**src/rtl/axi_lite_datamem_bridge.sv**
```systemverilog
// AXI4-Lite slave in front of a single-port data memory. Buffers one AW, one W
// and one AR, then time-shares the memory port between writes and reads with
// round-robin arbitration. Writes become SB/SH/SW commands sized by WSTRB with
// the active lanes shifted down to bit 0; reads are always word loads.
module axi_lite_datamem_bridge #(
  parameter int MEM_ADDR_BITS = 12
) (
  input  logic        clk,
  input  logic        rst_n,
  input  logic [31:0] s_axi_awaddr,
  input  logic        s_axi_awvalid,
  output logic        s_axi_awready,
  input  logic [31:0] s_axi_wdata,
  input  logic [3:0]  s_axi_wstrb,
  input  logic        s_axi_wvalid,
  output logic        s_axi_wready,
  output logic [1:0]  s_axi_bresp,
  output logic        s_axi_bvalid,
  input  logic        s_axi_bready,
  input  logic [31:0] s_axi_araddr,
  input  logic        s_axi_arvalid,
  output logic        s_axi_arready,
  output logic [31:0] s_axi_rdata,
  output logic [1:0]  s_axi_rresp,
  output logic        s_axi_rvalid,
  input  logic        s_axi_rready,
  output logic [31:0] mem_addr,
  output logic        mem_we,
  output logic [2:0]  mem_func3,
  output logic [31:0] mem_wdata,
  input  logic [31:0] mem_rdata
);

  typedef enum logic [1:0] {
    ST_IDLE  = 2'd0,
    ST_WRITE = 2'd1,
    ST_READ  = 2'd2
  } state_e;

  typedef struct packed {
    logic        legal;
    logic [2:0]  func3;
    logic [1:0]  lsb;
    logic [31:0] data;
  } wr_cmd_t;

  // Map a byte-strobe pattern onto a memory store command with LSB-aligned data.
  function automatic wr_cmd_t decode_wstrb(input logic [3:0] strb, input logic [31:0] wdata);
    wr_cmd_t c;
    c.legal = 1'b1;
    c.func3 = 3'b010;
    c.lsb   = 2'b00;
    c.data  = wdata;
    case (strb)
      4'b1111: ;
      4'b0011: c.func3 = 3'b001;
      4'b1100: begin c.func3 = 3'b001; c.lsb = 2'b10; c.data = wdata >> 16; end
      4'b0001: c.func3 = 3'b000;
      4'b0010: begin c.func3 = 3'b000; c.lsb = 2'b01; c.data = wdata >> 8;  end
      4'b0100: begin c.func3 = 3'b000; c.lsb = 2'b10; c.data = wdata >> 16; end
      4'b1000: begin c.func3 = 3'b000; c.lsb = 2'b11; c.data = wdata >> 24; end
      default: c.legal = 1'b0;
    endcase
    return c;
  endfunction

  function automatic logic addr_in_range(input logic [31:0] a);
    logic [31:0] hi;
    hi = a >> MEM_ADDR_BITS;
    return (hi == 32'd0);
  endfunction

  state_e      state_q, state_d;
  logic        aw_held_q, aw_held_d, w_held_q, w_held_d, ar_held_q, ar_held_d;
  logic        last_was_write_q, last_was_write_d;
  logic        bvalid_q, bvalid_d, rvalid_q, rvalid_d;
  logic [1:0]  bresp_q, bresp_d, rresp_q, rresp_d;
  logic [31:0] rdata_q, rdata_d;
  logic        mem_we_q, mem_we_d;
  logic [31:0] mem_addr_q, mem_addr_d, mem_wdata_q, mem_wdata_d;
  logic [2:0]  mem_func3_q, mem_func3_d;
  logic [31:0] aw_addr_q, aw_addr_d, w_data_q, w_data_d, ar_addr_q, ar_addr_d;
  logic [3:0]  w_strb_q, w_strb_d;

  logic        aw_fire, w_fire, ar_fire, wr_ok;
  wr_cmd_t     wr_cmd;

  // A pending B response frees the write channels in the cycle it is accepted.
  assign s_axi_awready = !aw_held_q && (!bvalid_q || s_axi_bready);
  assign s_axi_wready  = !w_held_q  && (!bvalid_q || s_axi_bready);
  assign s_axi_arready = !ar_held_q && !rvalid_q;

  assign aw_fire = s_axi_awvalid && s_axi_awready;
  assign w_fire  = s_axi_wvalid  && s_axi_wready;
  assign ar_fire = s_axi_arvalid && s_axi_arready;

  assign wr_cmd = decode_wstrb(w_strb_q, w_data_q);
  assign wr_ok  = wr_cmd.legal && addr_in_range(aw_addr_q);

  // Next-state: channel capture, response retirement and the arbitration FSM.
  always_comb begin
    state_d          = state_q;
    aw_held_d        = aw_held_q;
    w_held_d         = w_held_q;
    ar_held_d        = ar_held_q;
    last_was_write_d = last_was_write_q;
    bvalid_d         = bvalid_q;
    rvalid_d         = rvalid_q;
    bresp_d          = bresp_q;
    rresp_d          = rresp_q;
    rdata_d          = rdata_q;
    mem_we_d         = 1'b0;
    mem_func3_d      = 3'b010;
    mem_addr_d       = mem_addr_q;
    mem_wdata_d      = mem_wdata_q;
    aw_addr_d        = aw_addr_q;
    w_data_d         = w_data_q;
    w_strb_d         = w_strb_q;
    ar_addr_d        = ar_addr_q;

    if (aw_fire) begin
      aw_held_d = 1'b1;
      aw_addr_d = s_axi_awaddr;
    end
    if (w_fire) begin
      w_held_d = 1'b1;
      w_data_d = s_axi_wdata;
      w_strb_d = s_axi_wstrb;
    end
    if (ar_fire) begin
      ar_held_d = 1'b1;
      ar_addr_d = s_axi_araddr;
    end
    if (bvalid_q && s_axi_bready) bvalid_d = 1'b0;
    if (rvalid_q && s_axi_rready) rvalid_d = 1'b0;

    case (state_q)
      ST_IDLE: begin
        // On a tie the side that did not go last wins.
        if (aw_held_q && w_held_q && (!ar_held_q || !last_was_write_q)) begin
          state_d  = ST_WRITE;
          mem_we_d = wr_ok;
          if (wr_ok) begin
            mem_func3_d = wr_cmd.func3;
            mem_addr_d  = {aw_addr_q[31:2], wr_cmd.lsb};
            mem_wdata_d = wr_cmd.data;
          end
        end else if (ar_held_q) begin
          state_d    = ST_READ;
          mem_addr_d = {ar_addr_q[31:2], 2'b00};
        end
      end
      ST_WRITE: begin
        state_d          = ST_IDLE;
        aw_held_d        = 1'b0;
        w_held_d         = 1'b0;
        bvalid_d         = 1'b1;
        bresp_d          = wr_ok ? 2'b00 : 2'b10;
        last_was_write_d = 1'b1;
      end
      ST_READ: begin
        state_d          = ST_IDLE;
        ar_held_d        = 1'b0;
        rvalid_d         = 1'b1;
        last_was_write_d = 1'b0;
        if (addr_in_range(ar_addr_q)) begin
          rdata_d = mem_rdata;
          rresp_d = 2'b00;
        end else begin
          rdata_d = 32'd0;
          rresp_d = 2'b10;
        end
      end
      default: state_d = ST_IDLE;
    endcase
  end

  // Control and visible outputs; reset aborts any in-flight access.
  always_ff @(posedge clk or negedge rst_n) begin
    if (!rst_n) begin
      state_q          <= ST_IDLE;
      aw_held_q        <= 1'b0;
      w_held_q         <= 1'b0;
      ar_held_q        <= 1'b0;
      last_was_write_q <= 1'b0;
      bvalid_q         <= 1'b0;
      rvalid_q         <= 1'b0;
      bresp_q          <= 2'b00;
      rresp_q          <= 2'b00;
      rdata_q          <= 32'd0;
      mem_we_q         <= 1'b0;
      mem_func3_q      <= 3'b010;
      mem_addr_q       <= 32'd0;
      mem_wdata_q      <= 32'd0;
    end else begin
      state_q          <= state_d;
      aw_held_q        <= aw_held_d;
      w_held_q         <= w_held_d;
      ar_held_q        <= ar_held_d;
      last_was_write_q <= last_was_write_d;
      bvalid_q         <= bvalid_d;
      rvalid_q         <= rvalid_d;
      bresp_q          <= bresp_d;
      rresp_q          <= rresp_d;
      rdata_q          <= rdata_d;
      mem_we_q         <= mem_we_d;
      mem_func3_q      <= mem_func3_d;
      mem_addr_q       <= mem_addr_d;
      mem_wdata_q      <= mem_wdata_d;
    end
  end

  // Channel payloads are only meaningful while their held flag is set.
  always_ff @(posedge clk) begin
    aw_addr_q <= aw_addr_d;
    w_data_q  <= w_data_d;
    w_strb_q  <= w_strb_d;
    ar_addr_q <= ar_addr_d;
  end

  assign s_axi_bvalid = bvalid_q;
  assign s_axi_bresp  = bresp_q;
  assign s_axi_rvalid = rvalid_q;
  assign s_axi_rresp  = rresp_q;
  assign s_axi_rdata  = rdata_q;
  assign mem_we       = mem_we_q;
  assign mem_addr     = mem_addr_q;
  assign mem_func3    = mem_func3_q;
  assign mem_wdata    = mem_wdata_q;

endmodule

```
**config.mk**
```make
export PLATFORM = sky130hd
export DESIGN_NAME = axi_lite_datamem_bridge
export DESIGN_NICKNAME = d
export VERILOG_FILES = /design/src/rtl/axi_lite_datamem_bridge.sv
export SDC_FILE = /design/constraint.sdc
export NUM_CORES = 1
export LEC_CHECK = 0
export CAP_MARGIN = 10
export CORE_MARGIN = 10
export CORE_UTILIZATION = 47
export DETAILED_ROUTE_END_ITERATION = 12
export PLACE_DENSITY = 0.77
export SETUP_SLACK_MARGIN = 0.2
export SLEW_MARGIN = 20
export SYNTH_ARGS = -nofsm -noshare
export SYNTH_HDL_FRONTEND = slang
export SYNTH_SLANG_ARGS = --single-unit
```
**constraint.sdc**
```tcl
create_clock -name clk -period 2.55 [get_ports clk]
set_clock_uncertainty 0.15 [all_clocks]
set_input_delay 0.765 -clock clk [delete_from_list [all_inputs] [get_ports clk]]
set_output_delay 0.765 -clock clk [all_outputs]
set_load 0.05 [all_outputs]
```
==> results of run 1 <==
[state kept, by name (all words and copies together) (netlist names)]
register,count
s_axi_rresp,1
aw_held_q,1
mem_func3,2
aw_addr_q,30
ar_held_q,1
s_axi_rdata,32
state_q,2
mem_we,1
mem_wdata,32
s_axi_rvalid,1
last_was_write_q,1
w_strb_q,4
w_held_q,1
w_data_q,32
s_axi_bvalid,1
ar_addr_q,30
s_axi_bresp,1
mem_addr,32
[placed cells by master (no fill, tap or decap), drive strengths merged, types with 10 or more instances in the layout]
cell	instances
edfxtp	96
dfrtp	108
clkdlybuf4s15	31
nand2	78
buf	58
a21oi	27
o21ai	68
clkbuf	35
mux2i	23
inv	45
nor2	37
clkdlybuf4s50	132
mux2	16
nor4	10
dlygate4sd2	49
and3	11
a22oi	22
[power breakdown]
group	internal (W)	total, W	switching (W)
Combinational	0.00147	0.00392	0.00245
Clock	0.00178	0.00304	0.00125
Sequential	0.00416	0.00454	0.000379
Total	0.00741	0.0115	0.00408
[kinds of logic (layout without fill, tap and decap cells)]
family / Yosys count / in the layout
AOI/OAI and AO/OA: 148 / 148
muxes: 39 / 39
and+or+nand+nor: 162 / 162
adders and majority gates: 3 / 3
buffers and inverters: 82 / 361
DFF: 205 / 205
other: 1 / 4
[worst paths after layout]
kind | end | startpoint | depth (start not counted)
max | mem_addr[17] | mem_addr[17] | 1
min | mem_wdata[5] | rst_n | 2
max reg2reg | mem_addr[15] | aw_addr_q[22] | 6
min reg2reg | mem_wdata[22] | mem_wdata[22] | 2
max in group asynchronous | last_was_write_q | rst_n | 2
min in group clk | mem_wdata[22] | mem_wdata[22] | 2
[per-layer routing]
metal  global-route usage  part of all wire  vias up
met2                0.343              0.51      296
met1                0.237              0.38     2982
met4               0.0751             0.030        0
li1                     -                 -     2806
met3               0.0450             0.081       51
met5                    0                 0        -
[layout make-up]
cell class,instances,area share
Antenna cell,1,0.000215
Multi-Input combinational cell,355,0.188
Tap cell,220,0.0237
Inverter,44,0.0142
Sequential cell,205,0.483
Timing Repair Buffer,279,0.232
Clock inverter,12,0.0105
Clock buffer,26,0.0485
[what timing repair did]
action / in CTS / in global routing
buffers inserted: 5 / 5
gates cloned: 1 / 1
resized for setup: 106 / 44
pin swaps: 5 / 6
endpoints found under the setup margin: 153 / 111
[through the flow]
stage          std cells   util  setup WS [ns]  hold WS (ns)
3_3_place_gp        1091  0.650        -0.0197         0.316
3_5_place_dp        1091  0.650        -0.0277         0.322
2_1_floorplan        642      -          0.309         0.319
5_1_grt             1142  0.696          0.200         0.232
6_report            1142  0.696          0.229         0.214
4_1_cts             1135  0.691          0.157         0.223
==> flow_results.xml, run 1 <==
<?xml version="1.0" encoding="UTF-8"?>
<metrics>
  <group name="outcome">
    <metric name="status" unit="">completed</metric>
  </group>
  <group name="yosys">
    <metric name="synth-seq-area-share" unit="">0.695</metric>
    <metric name="synth_seq_cells" unit="">205</metric>
    <metric name="edff_count_synth" unit="">96</metric>
    <metric name="synth_top_family_by_area" unit="">compound AO/OA/AOI/OAI gates</metric>
    <metric name="muxShareOfSynthArea" unit="">0.0509</metric>
    <metric name="yosys.area.top_type_share" unit="">0.357</metric>
    <metric name="avg_synthesized_cell_area" unit="sq um">12.6</metric>
    <metric name="synth-warning-count" unit="">0</metric>
    <metric name="synthXorXnorAreaFrac" unit="">0</metric>
    <metric name="async_reset_ff_frac" unit="">0.532</metric>
    <metric name="synthFlopType" unit="">dfrtp_1</metric>
    <metric name="synth_compound_area_frac" unit="">0.112</metric>
    <metric name="top_cells_by_area_synth" unit="">edfxtp_1, dfrtp_1, nand2_1</metric>
    <metric name="yosys.area.top_type" unit="">edfxtp_1</metric>
    <metric name="netlist_top_cells_count" unit="">dfrtp_1, edfxtp_1, nand2_1, o21ai_0, inv_1</metric>
    <metric name="synth_simple_gate_area_frac" unit="">0.0923</metric>
    <metric name="post_synth_instance_area" unit="sq mm">0.00807</metric>
    <metric name="synth_cells" unit="">640</metric>
    <metric name="synth_cell_type_count" unit="">43</metric>
    <metric name="yosys.cell_count.top_type" unit="">dfrtp_1</metric>
    <metric name="post_synth_fa_ha_maj_area_fraction" unit="">0.00465</metric>
  </group>
  <group name="pwr">
    <metric name="p_per_area" unit="mW/mm^2">988</metric>
    <metric name="peakVddDrop" unit="uV">938</metric>
    <metric name="report.power.total" unit="W">0.0115</metric>
    <metric name="total_leakage_power" unit="nW">4.91</metric>
  </group>
  <group name="grt">
    <metric name="antenna_found_initial" unit="">1</metric>
    <metric name="grt_use_total" unit="">0.199</metric>
    <metric name="number_of_global_route_vias_before_repair" unit="">6488</metric>
    <metric name="grt_overflow" unit="">0</metric>
    <metric name="grt_first_pass_wirelength" unit="mm">35.9</metric>
    <metric name="grt_max_degree" unit="">110</metric>
  </group>
  <group name="clock_tree">
    <metric name="clock-sinks" unit="">205</metric>
    <metric name="holdBufCountCts" unit="">0</metric>
    <metric name="cts.htree.levels" unit="">1</metric>
    <metric name="ctsLongestPathBuffers" unit="">3</metric>
    <metric name="insertion_delay" unit="ns">0.50</metric>
    <metric name="cts.clk_slew.worst_paths" unit="ns">0.07</metric>
    <metric name="tritoncts" unit="">done</metric>
    <metric name="tritoncts.num_buffers" unit="">21</metric>
    <metric name="clk_root_buffer_cell" unit="">clkbuf_16</metric>
  </group>
  <group name="setup_path">
    <metric name="timing.setup.critical_path_class" unit="">reg2out</metric>
    <metric name="timing.critical_path.buf_inv" unit="">1</metric>
    <metric name="worstPathMaxFanout" unit="">2</metric>
    <metric name="worstPathArrival" unit="ns">1.41</metric>
    <metric name="critical_path.cell_chain" unit="">dlygate4sd2_1</metric>
    <metric name="slowest_stage" unit="">dlygate4sd2_1</metric>
    <metric name="nature_of_the_critical_path_endpoint" unit="">output pin</metric>
    <metric name="critical_path.top_delay_family" unit="">buffers and inverters</metric>
    <metric name="worst_ep_required_time" unit="ns">1.64</metric>
    <metric name="slowest_delay" unit="ns">0.55</metric>
    <metric name="register_to_register_setup_slack" unit="ns">0.28</metric>
    <metric name="cp-start-kind" unit="">flip-flop</metric>
  </group>
  <group name="layout">
    <metric name="synthToLayoutAreaGrowth" unit="%">44.1</metric>
    <metric name="drive_above_1_share" unit="">0.143</metric>
    <metric name="layout.nets" unit="">1048</metric>
    <metric name="multi_input_area" unit="sq mm">0.00219</metric>
    <metric name="sequential_area" unit="sq mm">0.00561</metric>
    <metric name="layout.cell_area.non_filler" unit="sq mm">0.0116</metric>
    <metric name="fillerInstances" unit="">1181</metric>
  </group>
  <group name="detailed_routing">
    <metric name="detail_route.iter0.violations" unit="">454</metric>
    <metric name="post_drt_via_cell_ratio" unit="">5.37</metric>
    <metric name="routed-via-count" unit="">6135</metric>
    <metric name="wl_per_cell" unit="microns">20.8</metric>
    <metric name="detail_route.drc_violations" unit="">0</metric>
    <metric name="postRouteAntennaNets" unit="">0</metric>
    <metric name="number_of_detailed_routing_iterations_run_before_antenna_repair" unit="">5</metric>
    <metric name="totalWireLength" unit="mm">23.7</metric>
  </group>
  <group name="job">
    <metric name="timing.max_cap.violations" unit="">0</metric>
  </group>
  <group name="floorplanning">
    <metric name="core.rowCount" unit="">47</metric>
    <metric name="floorplan.initialDensity" unit="">0.483</metric>
    <metric name="ioPinCount" unit="">248</metric>
    <metric name="coreArea" unit="sq mm">0.0167</metric>
    <metric name="die_w" unit="microns">151</metric>
    <metric name="die_height" unit="microns">151</metric>
    <metric name="die_area" unit="sq mm">0.0228</metric>
  </group>
  <group name="sta">
    <metric name="setup_repair_after_global_routing_missed_its_margin" unit="">false</metric>
    <metric name="maxClockFrequency" unit="GHz">0.431</metric>
    <metric name="fin_crit" unit="ns">2.32</metric>
    <metric name="report.final.slew_viol_count" unit="">0</metric>
    <metric name="max_slew.worst_pin.slew" unit="ns">0.626</metric>
    <metric name="max-slew-margin-rel" unit="">0.583</metric>
    <metric name="finalSetupViolCount" unit="">0</metric>
    <metric name="tns" unit="ns">0</metric>
    <metric name="hold_violations_final" unit="">0</metric>
    <metric name="min_period_over_period" unit="">0.910</metric>
  </group>
  <group name="place">
    <metric name="dpl_cell_area" unit="sq mm">0.0109</metric>
    <metric name="gp_routability_congestion" unit="">0.872</metric>
    <metric name="number_of_port_buffers" unit="">240</metric>
    <metric name="dpl.hpwl" unit="mm">16.8</metric>
  </group>
  <group name="hold_path">
    <metric name="worst_hold_path_type" unit="">in2async</metric>
  </group>
</metrics>
(Power assumes the default switching activity.)
==> run 2, diff against run 1 <==
CELL_PAD_IN_SITES_DETAIL_PLACEMENT = 0   (was default)
CELL_PAD_IN_SITES_GLOBAL_PLACEMENT = 1   (was default)
CORE_UTILIZATION = 39   (was 47)
PLACE_DENSITY = 0.81   (was 0.77)
clock period = 2.8 ns   (was 2.55 ns; I/O delays follow)
==> run 2 against run 1 <==
Compared with the run above: final cell count up 3.0%; routed wire length down 3.6%; non-clock buffer count down 21; clock-buffer cell count up 3; cell area down 1.2%; register-to-register slack better by 0.10 ns; critical path type is now in2out; flip-flop and latch count unchanged; clock power about the same; setup slack better by 0.079 ns; hold slack worse by 0.19 ns; die area up 18%; global-route usage down 3.6 points.
==> flow_results.xml, run 2 (synthesized netlist as in run 1, its figures left out) <==
<?xml version="1.0" encoding="UTF-8"?>
<metrics>
  <group name="outcome">
    <metric name="status" unit="">completed</metric>
  </group>
  <group name="detailed_routing">
    <metric name="wl_per_cell" unit="microns">19.4</metric>
    <metric name="totalWireLength" unit="mm">22.8</metric>
    <metric name="post_drt_via_cell_ratio" unit="">4.92</metric>
    <metric name="detail_route.iter0.violations" unit="">445</metric>
    <metric name="detail_route.drc_violations" unit="">0</metric>
    <metric name="routed-via-count" unit="">5788</metric>
    <metric name="number_of_detailed_routing_iterations_run_before_antenna_repair" unit="">7</metric>
    <metric name="postRouteAntennaNets" unit="">0</metric>
  </group>
  <group name="setup_path">
    <metric name="slowest_delay" unit="ns">0.25</metric>
    <metric name="worst_case_reg_to_reg_path_depth" unit="">5</metric>
    <metric name="nature_of_the_critical_path_endpoint" unit="">output pin</metric>
    <metric name="critical_path.cell_chain" unit="">dlygate4sd2_1 -&gt; nor2b_4 -&gt; nor2_2 -&gt; buf_12</metric>
    <metric name="worstPathMaxFanout" unit="">3</metric>
    <metric name="cp-start-kind" unit="">primary input</metric>
    <metric name="timing.setup.critical_path_class" unit="">in2out</metric>
    <metric name="critical_path.reg2reg.endpoint" unit="">mem_wdata[12]</metric>
    <metric name="worstPathArrival" unit="ns">1.50</metric>
    <metric name="slowest_stage" unit="">dlygate4sd2_1</metric>
    <metric name="rr_startpoint" unit="">w_strb_q[3]</metric>
    <metric name="register_to_register_setup_slack" unit="ns">0.38</metric>
    <metric name="worst_ep_required_time" unit="ns">1.81</metric>
  </group>
  <group name="layout">
    <metric name="postLayoutCoreUtil" unit="">0.566</metric>
    <metric name="layout.nets" unit="">1030</metric>
    <metric name="layout.cell_area.non_filler" unit="sq mm">0.0115</metric>
    <metric name="fillerInstances" unit="">1765</metric>
    <metric name="antenna_cells_inserted" unit="">0</metric>
    <metric name="final_common_cell" unit="">clkdlybuf4s50_1</metric>
    <metric name="drive_above_1_share" unit="">0.0960</metric>
    <metric name="synthToLayoutAreaGrowth" unit="%">42.4</metric>
    <metric name="layout_common_cells" unit="">clkdlybuf4s50_1, dfrtp_1, dlygate4sd2_1</metric>
  </group>
  <group name="sta">
    <metric name="fin_crit" unit="ns">2.49</metric>
    <metric name="post-route-worst-setup-slack" unit="ns">0.309</metric>
    <metric name="setup_repair_after_global_routing_missed_its_margin" unit="">false</metric>
    <metric name="maxClockFrequency" unit="GHz">0.401</metric>
    <metric name="min_period_over_period" unit="">0.890</metric>
    <metric name="hold_violations_final" unit="">0</metric>
    <metric name="report.final.slew_viol_count" unit="">0</metric>
    <metric name="max_slew.worst_pin.slew" unit="ns">0.900</metric>
    <metric name="max-slew-margin-rel" unit="">0.400</metric>
    <metric name="finalSetupViolCount" unit="">0</metric>
  </group>
  <group name="grt">
    <metric name="grt_first_pass_wirelength" unit="mm">34.5</metric>
    <metric name="grt_overflow" unit="">0</metric>
    <metric name="grt_use_total" unit="">0.163</metric>
    <metric name="grt_max_degree" unit="">99</metric>
    <metric name="antenna_found_initial" unit="">0</metric>
    <metric name="number_of_global_route_vias_before_repair" unit="">5864</metric>
  </group>
  <group name="clock_tree">
    <metric name="cts.htree.levels" unit="">1</metric>
    <metric name="tritoncts" unit="">done</metric>
    <metric name="tritoncts.num_buffers" unit="">24</metric>
    <metric name="ctsLongestPathBuffers" unit="">3</metric>
    <metric name="clk_root_buffer_cell" unit="">clkbuf_16</metric>
    <metric name="post-cts-setup-buffer-count" unit="">0</metric>
    <metric name="insertion_delay" unit="ns">0.51</metric>
    <metric name="clock-sinks" unit="">205</metric>
    <metric name="cts.clk_slew.worst_paths" unit="ns">0.06</metric>
  </group>
  <group name="floorplanning">
    <metric name="floorplan.initialDensity" unit="">0.397</metric>
    <metric name="coreArea" unit="sq mm">0.0203</metric>
    <metric name="die_height" unit="microns">164</metric>
    <metric name="die_area" unit="sq mm">0.0268</metric>
    <metric name="die_w" unit="microns">164</metric>
    <metric name="ioPinCount" unit="">248</metric>
    <metric name="core.rowCount" unit="">52</metric>
  </group>
  <group name="place">
    <metric name="gp_routability_congestion" unit="">0.824</metric>
    <metric name="dpl.hpwl" unit="mm">16.4</metric>
    <metric name="dpl_cell_area" unit="sq mm">0.0108</metric>
    <metric name="number_of_port_buffers" unit="">240</metric>
    <metric name="place_ws" unit="ns">-0.107</metric>
  </group>
  <group name="pwr">
    <metric name="total_leakage_power" unit="nW">4.90</metric>
    <metric name="peakVddDrop" unit="uV">514</metric>
    <metric name="p_per_area" unit="mW/mm^2">904</metric>
  </group>
  <group name="hold_path">
    <metric name="worst_hold_path_type" unit="">in2async</metric>
  </group>
  <group name="job">
    <metric name="timing.max_cap.violations" unit="">0</metric>
  </group>
</metrics>
run 2: through the flow:
step,instances,total power [W],TNS (ns),hold WS (ns)
final,1176,0.0104,0,0.0245
after global routing,1176,0.0109,0,0.0165
after CTS,1176,0.0105,0,0.0121
after detailed placement,1132,0.00760,-3.77,0.320
after global placement,1132,0.00755,-2.54,0.312
after floorplan,642,0.00624,0,0.344
run 2: layout make-up:
class	instances	area, sq um	share of cell area
repair buffers	258	2460	0.214
well taps	270	338	0.0294
clock inverters	15	144	0.0125
flip-flops and latches	205	5610	0.488
clock buffers	29	629	0.0548
multi-input cells	355	2140	0.186
inverters	44	165	0.0144
run 2: repair_timing:
item,in CTS,in global routing
hold buffers,0,0
gates cloned,0,0
resized for setup,104,1
setup endpoints to repair,102,20
endpoints found under the hold margin,0,0
run 2: where the power goes:
part / leakage, nW / switching [W] / total [W] / internal [W]
clock: 0.377 / 0.00122 / 0.00301 / 0.00180
combinational: 2.22 / 0.00215 / 0.00329 / 0.00114
sequential: 2.30 / 0.000294 / 0.00408 / 0.00379
run 2: metal layers:
metal	track usage	wire [microns]	share of wire	up-vias
li1	-	-	-	2770
met2	0.270	11100	0.49	236
met5	0	0	0	-
met4	0.0443	490	0.021	0
met1	0.211	9480	0.42	2743
met3	0.0373	1750	0.076	39
run 2: how the worst max path moves through the flow:
stage | startpoint | to | slack (ns) | depth (start not counted)
6_report | s_axi_bready | s_axi_wready | 0.31 | 4
5_1_grt | w_strb_q[3] | mem_wdata[12] | 0.24 | 5
4_1_cts | s_axi_bready | s_axi_wready | 0.30 | 4
3_5_place_dp | s_axi_bready | w_data_q[13] | -0.11 | 4
3_3_place_gp | s_axi_bready | w_data_q[27] | -0.07 | 4
2_1_floorplan | s_axi_bready | w_data_q[0] | 0.28 | 3
run 2: worst max-delay path: cells and delay by family:
family | cells | cell delay [ns]
AND/OR/NAND/NOR | 2 | 0.25
buffers and inverters | 2 | 0.40
==> run 3, diff against run 2 <==
CORE_UTILIZATION = 55   (was 39)
CTS_BUF_LIST = sky130_fd_sc_hd__clkbuf_8   (was default)
DONT_BUFFER_PORTS = 1   (was default)
PLACE_DENSITY = 0.84   (was 0.81)
==> run 3 against run 2 <==
Compared with the run above: the flow now finishes with violations (negative hold slack); global-route usage rose by 2.5 points; clock power decreased by 26%; flip-flop and latch count stayed put; die area shrank 26%; cell area decreased by 23%; critical endpoint is now s_axi_arready; highest routed layer is now met5.
==> flow_results.xml, run 3 (synthesized netlist as in run 1, its figures left out) <==
<?xml version="1.0" encoding="UTF-8"?>
<metrics>
  <group name="outcome">
    <metric name="status" unit="">finished with violations</metric>
    <metric name="violations_in_the_final_reports" unit="">negative hold slack</metric>
  </group>
  <group name="grt">
    <metric name="grt_use_total" unit="">0.188</metric>
    <metric name="grt_first_pass_wirelength" unit="mm">29.9</metric>
    <metric name="grt_max_degree" unit="">110</metric>
    <metric name="grt_overflow" unit="">0</metric>
    <metric name="number_of_global_route_vias_before_repair" unit="">5139</metric>
    <metric name="antenna_found_initial" unit="">1</metric>
  </group>
  <group name="layout">
    <metric name="layout.nets" unit="">798</metric>
    <metric name="layout_common_cells" unit="">dfrtp_1, edfxtp_1, nand2_1</metric>
    <metric name="final_common_cell" unit="">dfrtp_1</metric>
    <metric name="final_cells" unit="">862</metric>
    <metric name="synthToLayoutAreaGrowth" unit="%">10.1</metric>
    <metric name="fillerInstances" unit="">1149</metric>
    <metric name="drive_above_1_share" unit="">0.120</metric>
  </group>
  <group name="place">
    <metric name="number_of_port_buffers" unit="">0</metric>
    <metric name="gp_routability_congestion" unit="">0.824</metric>
    <metric name="placed_cells_incl_taps" unit="">807</metric>
    <metric name="place_ws" unit="ns">0.345</metric>
    <metric name="dpl.hpwl" unit="mm">14.2</metric>
  </group>
  <group name="sta">
    <metric name="report.final.slew_viol_count" unit="">0</metric>
    <metric name="tns" unit="ns">0</metric>
    <metric name="maxClockFrequency" unit="GHz">0.402</metric>
    <metric name="max-slew-margin-rel" unit="">0.432</metric>
    <metric name="post-route-worst-setup-slack" unit="ns">0.314</metric>
    <metric name="setup_repair_after_global_routing_missed_its_margin" unit="">false</metric>
    <metric name="hold_violations_final" unit="">108</metric>
    <metric name="fin_crit" unit="ns">2.49</metric>
    <metric name="finalSetupViolCount" unit="">0</metric>
    <metric name="max_slew.worst_pin.slew" unit="ns">0.852</metric>
    <metric name="min_period_over_period" unit="">0.888</metric>
    <metric name="whs" unit="ns">-0.149</metric>
  </group>
  <group name="clock_tree">
    <metric name="insertion_delay" unit="ns">0.54</metric>
    <metric name="clock-sinks" unit="">205</metric>
    <metric name="ctsLongestPathBuffers" unit="">3</metric>
    <metric name="tritoncts.num_buffers" unit="">31</metric>
    <metric name="cts.htree.levels" unit="">1</metric>
    <metric name="tritoncts" unit="">done</metric>
    <metric name="clk_root_buffer_cell" unit="">clkbuf_8</metric>
    <metric name="cts.clk_slew.worst_paths" unit="ns">0.06</metric>
  </group>
  <group name="detailed_routing">
    <metric name="routed-wl-met3" unit="mm">2.23</metric>
    <metric name="dr_wl_met2" unit="mm">9.52</metric>
    <metric name="route.layer.met1.wl" unit="mm">7.33</metric>
    <metric name="post_drt_via_cell_ratio" unit="">5.84</metric>
    <metric name="wl_per_cell" unit="microns">22.7</metric>
    <metric name="topRoutingLayerUsed" unit="">met5</metric>
    <metric name="detail_route.iter0.violations" unit="">383</metric>
    <metric name="detail_route.drc_violations" unit="">0</metric>
    <metric name="totalWireLength" unit="mm">19.6</metric>
    <metric name="number_of_detailed_routing_iterations_run_before_antenna_repair" unit="">6</metric>
    <metric name="routed-via-count" unit="">5034</metric>
    <metric name="postRouteAntennaNets" unit="">0</metric>
  </group>
  <group name="pwr">
    <metric name="p_per_area" unit="mW/mm^2">1020</metric>
    <metric name="report.power.total" unit="W">0.00902</metric>
    <metric name="total_leakage_power" unit="nW">3.61</metric>
    <metric name="peakVddDrop" unit="uV">521</metric>
  </group>
  <group name="floorplanning">
    <metric name="die_height" unit="microns">141</metric>
    <metric name="die_area" unit="sq mm">0.0199</metric>
    <metric name="ioPinCount" unit="">248</metric>
    <metric name="floorplan.initialDensity" unit="">0.557</metric>
    <metric name="coreArea" unit="sq mm">0.0145</metric>
    <metric name="core.rowCount" unit="">44</metric>
    <metric name="die_w" unit="microns">141</metric>
  </group>
  <group name="setup_path">
    <metric name="cp-start-kind" unit="">flip-flop</metric>
    <metric name="worstPathMaxFanout" unit="">3</metric>
    <metric name="timing.setup.critical_path_class" unit="">reg2out</metric>
    <metric name="nature_of_the_critical_path_endpoint" unit="">output pin</metric>
    <metric name="worst_ep_required_time" unit="ns">1.81</metric>
    <metric name="worstPathArrival" unit="ns">1.50</metric>
  </group>
  <group name="job">
    <metric name="timing.max_cap.violations" unit="">0</metric>
  </group>
  <group name="hold_path">
    <metric name="worst_hold_path_type" unit="">in2async</metric>
  </group>
</metrics>
==> run 3: cell count changes in the layout (fill, tap and decap cells not counted), moves of 4 or more <==
cell             change
inv_1               +16
clkinv_2             -4
clkdlybuf4s50_1    -132
dlygate4sd2_1      -101
clkbuf_16           -24
clkbuf_1             -4
clkbuf_8            +33
==> run 3: final timing paths <==
| check | startpoint | cells past startpoint | slack (ns) | endpoint |
|---|---|---|---|---|
| setup / recovery | s_axi_rvalid | 2 | 0.31 | s_axi_arready |
| hold / removal | rst_n | 0 | -0.15 | mem_addr[25] |
| setup reg to reg | aw_addr_q[12] | 5 | 0.36 | mem_addr[21] |
| hold reg to reg | last_was_write_q | 2 | 0.37 | last_was_write_q |
| max in group asynchronous | rst_n | 0 | 2.37 | mem_func3[1] |
| min in group clk | s_axi_awaddr[2] | 0 | 0.24 | aw_addr_q[2] |
==> run 3: worst max-delay path, cell delays in order (launching register included) <==
cell	delay, ns
dfrtp_1	0.58
nor2_1	0.17
buf_4	0.22
==> run 3: per-layer routing <==
metal  global-route usage  up-vias
met5                    0        -
met4               0.0587        2
met3               0.0705       39
met2                0.302      253
met1                0.230     2431
li1                     -     2309
==> run 3: cell type report <==
type | count | area (sq um) | area share
diodes | 1 | 2.50 | 0.000282
clock buffers | 34 | 468 | 0.0527
clock inverters | 20 | 104 | 0.0117
inverters | 44 | 165 | 0.0186
multi-input cells | 355 | 2130 | 0.240
flip-flops and latches | 205 | 5610 | 0.632
well taps | 184 | 230 | 0.0259
repair buffers | 19 | 168 | 0.0189
==> run 3: what timing repair did <==
item | 4_1_cts | 5_1_grt
gates resized for setup | 0 | 1
hold endpoints to repair | 109 | 109
setup endpoints to repair | 0 | 1
setup buffers | 0 | 0
==> run 3: power breakdown <==
group / leakage, nW / switching [W] / internal (W)
Combinational: 0.952 / 0.00112 / 0.000714
Sequential: 2.30 / 0.00117 / 0.00377
Clock: 0.353 / 0.00105 / 0.00119
==> run 3: stage by stage <==
stage                util  instance area [sq um]
CTS                 0.613                   8870
floorplan               -                   8090
global placement    0.573                   8300
finish              0.613                   8880
detailed placement  0.573                   8300
global route        0.613                   8880
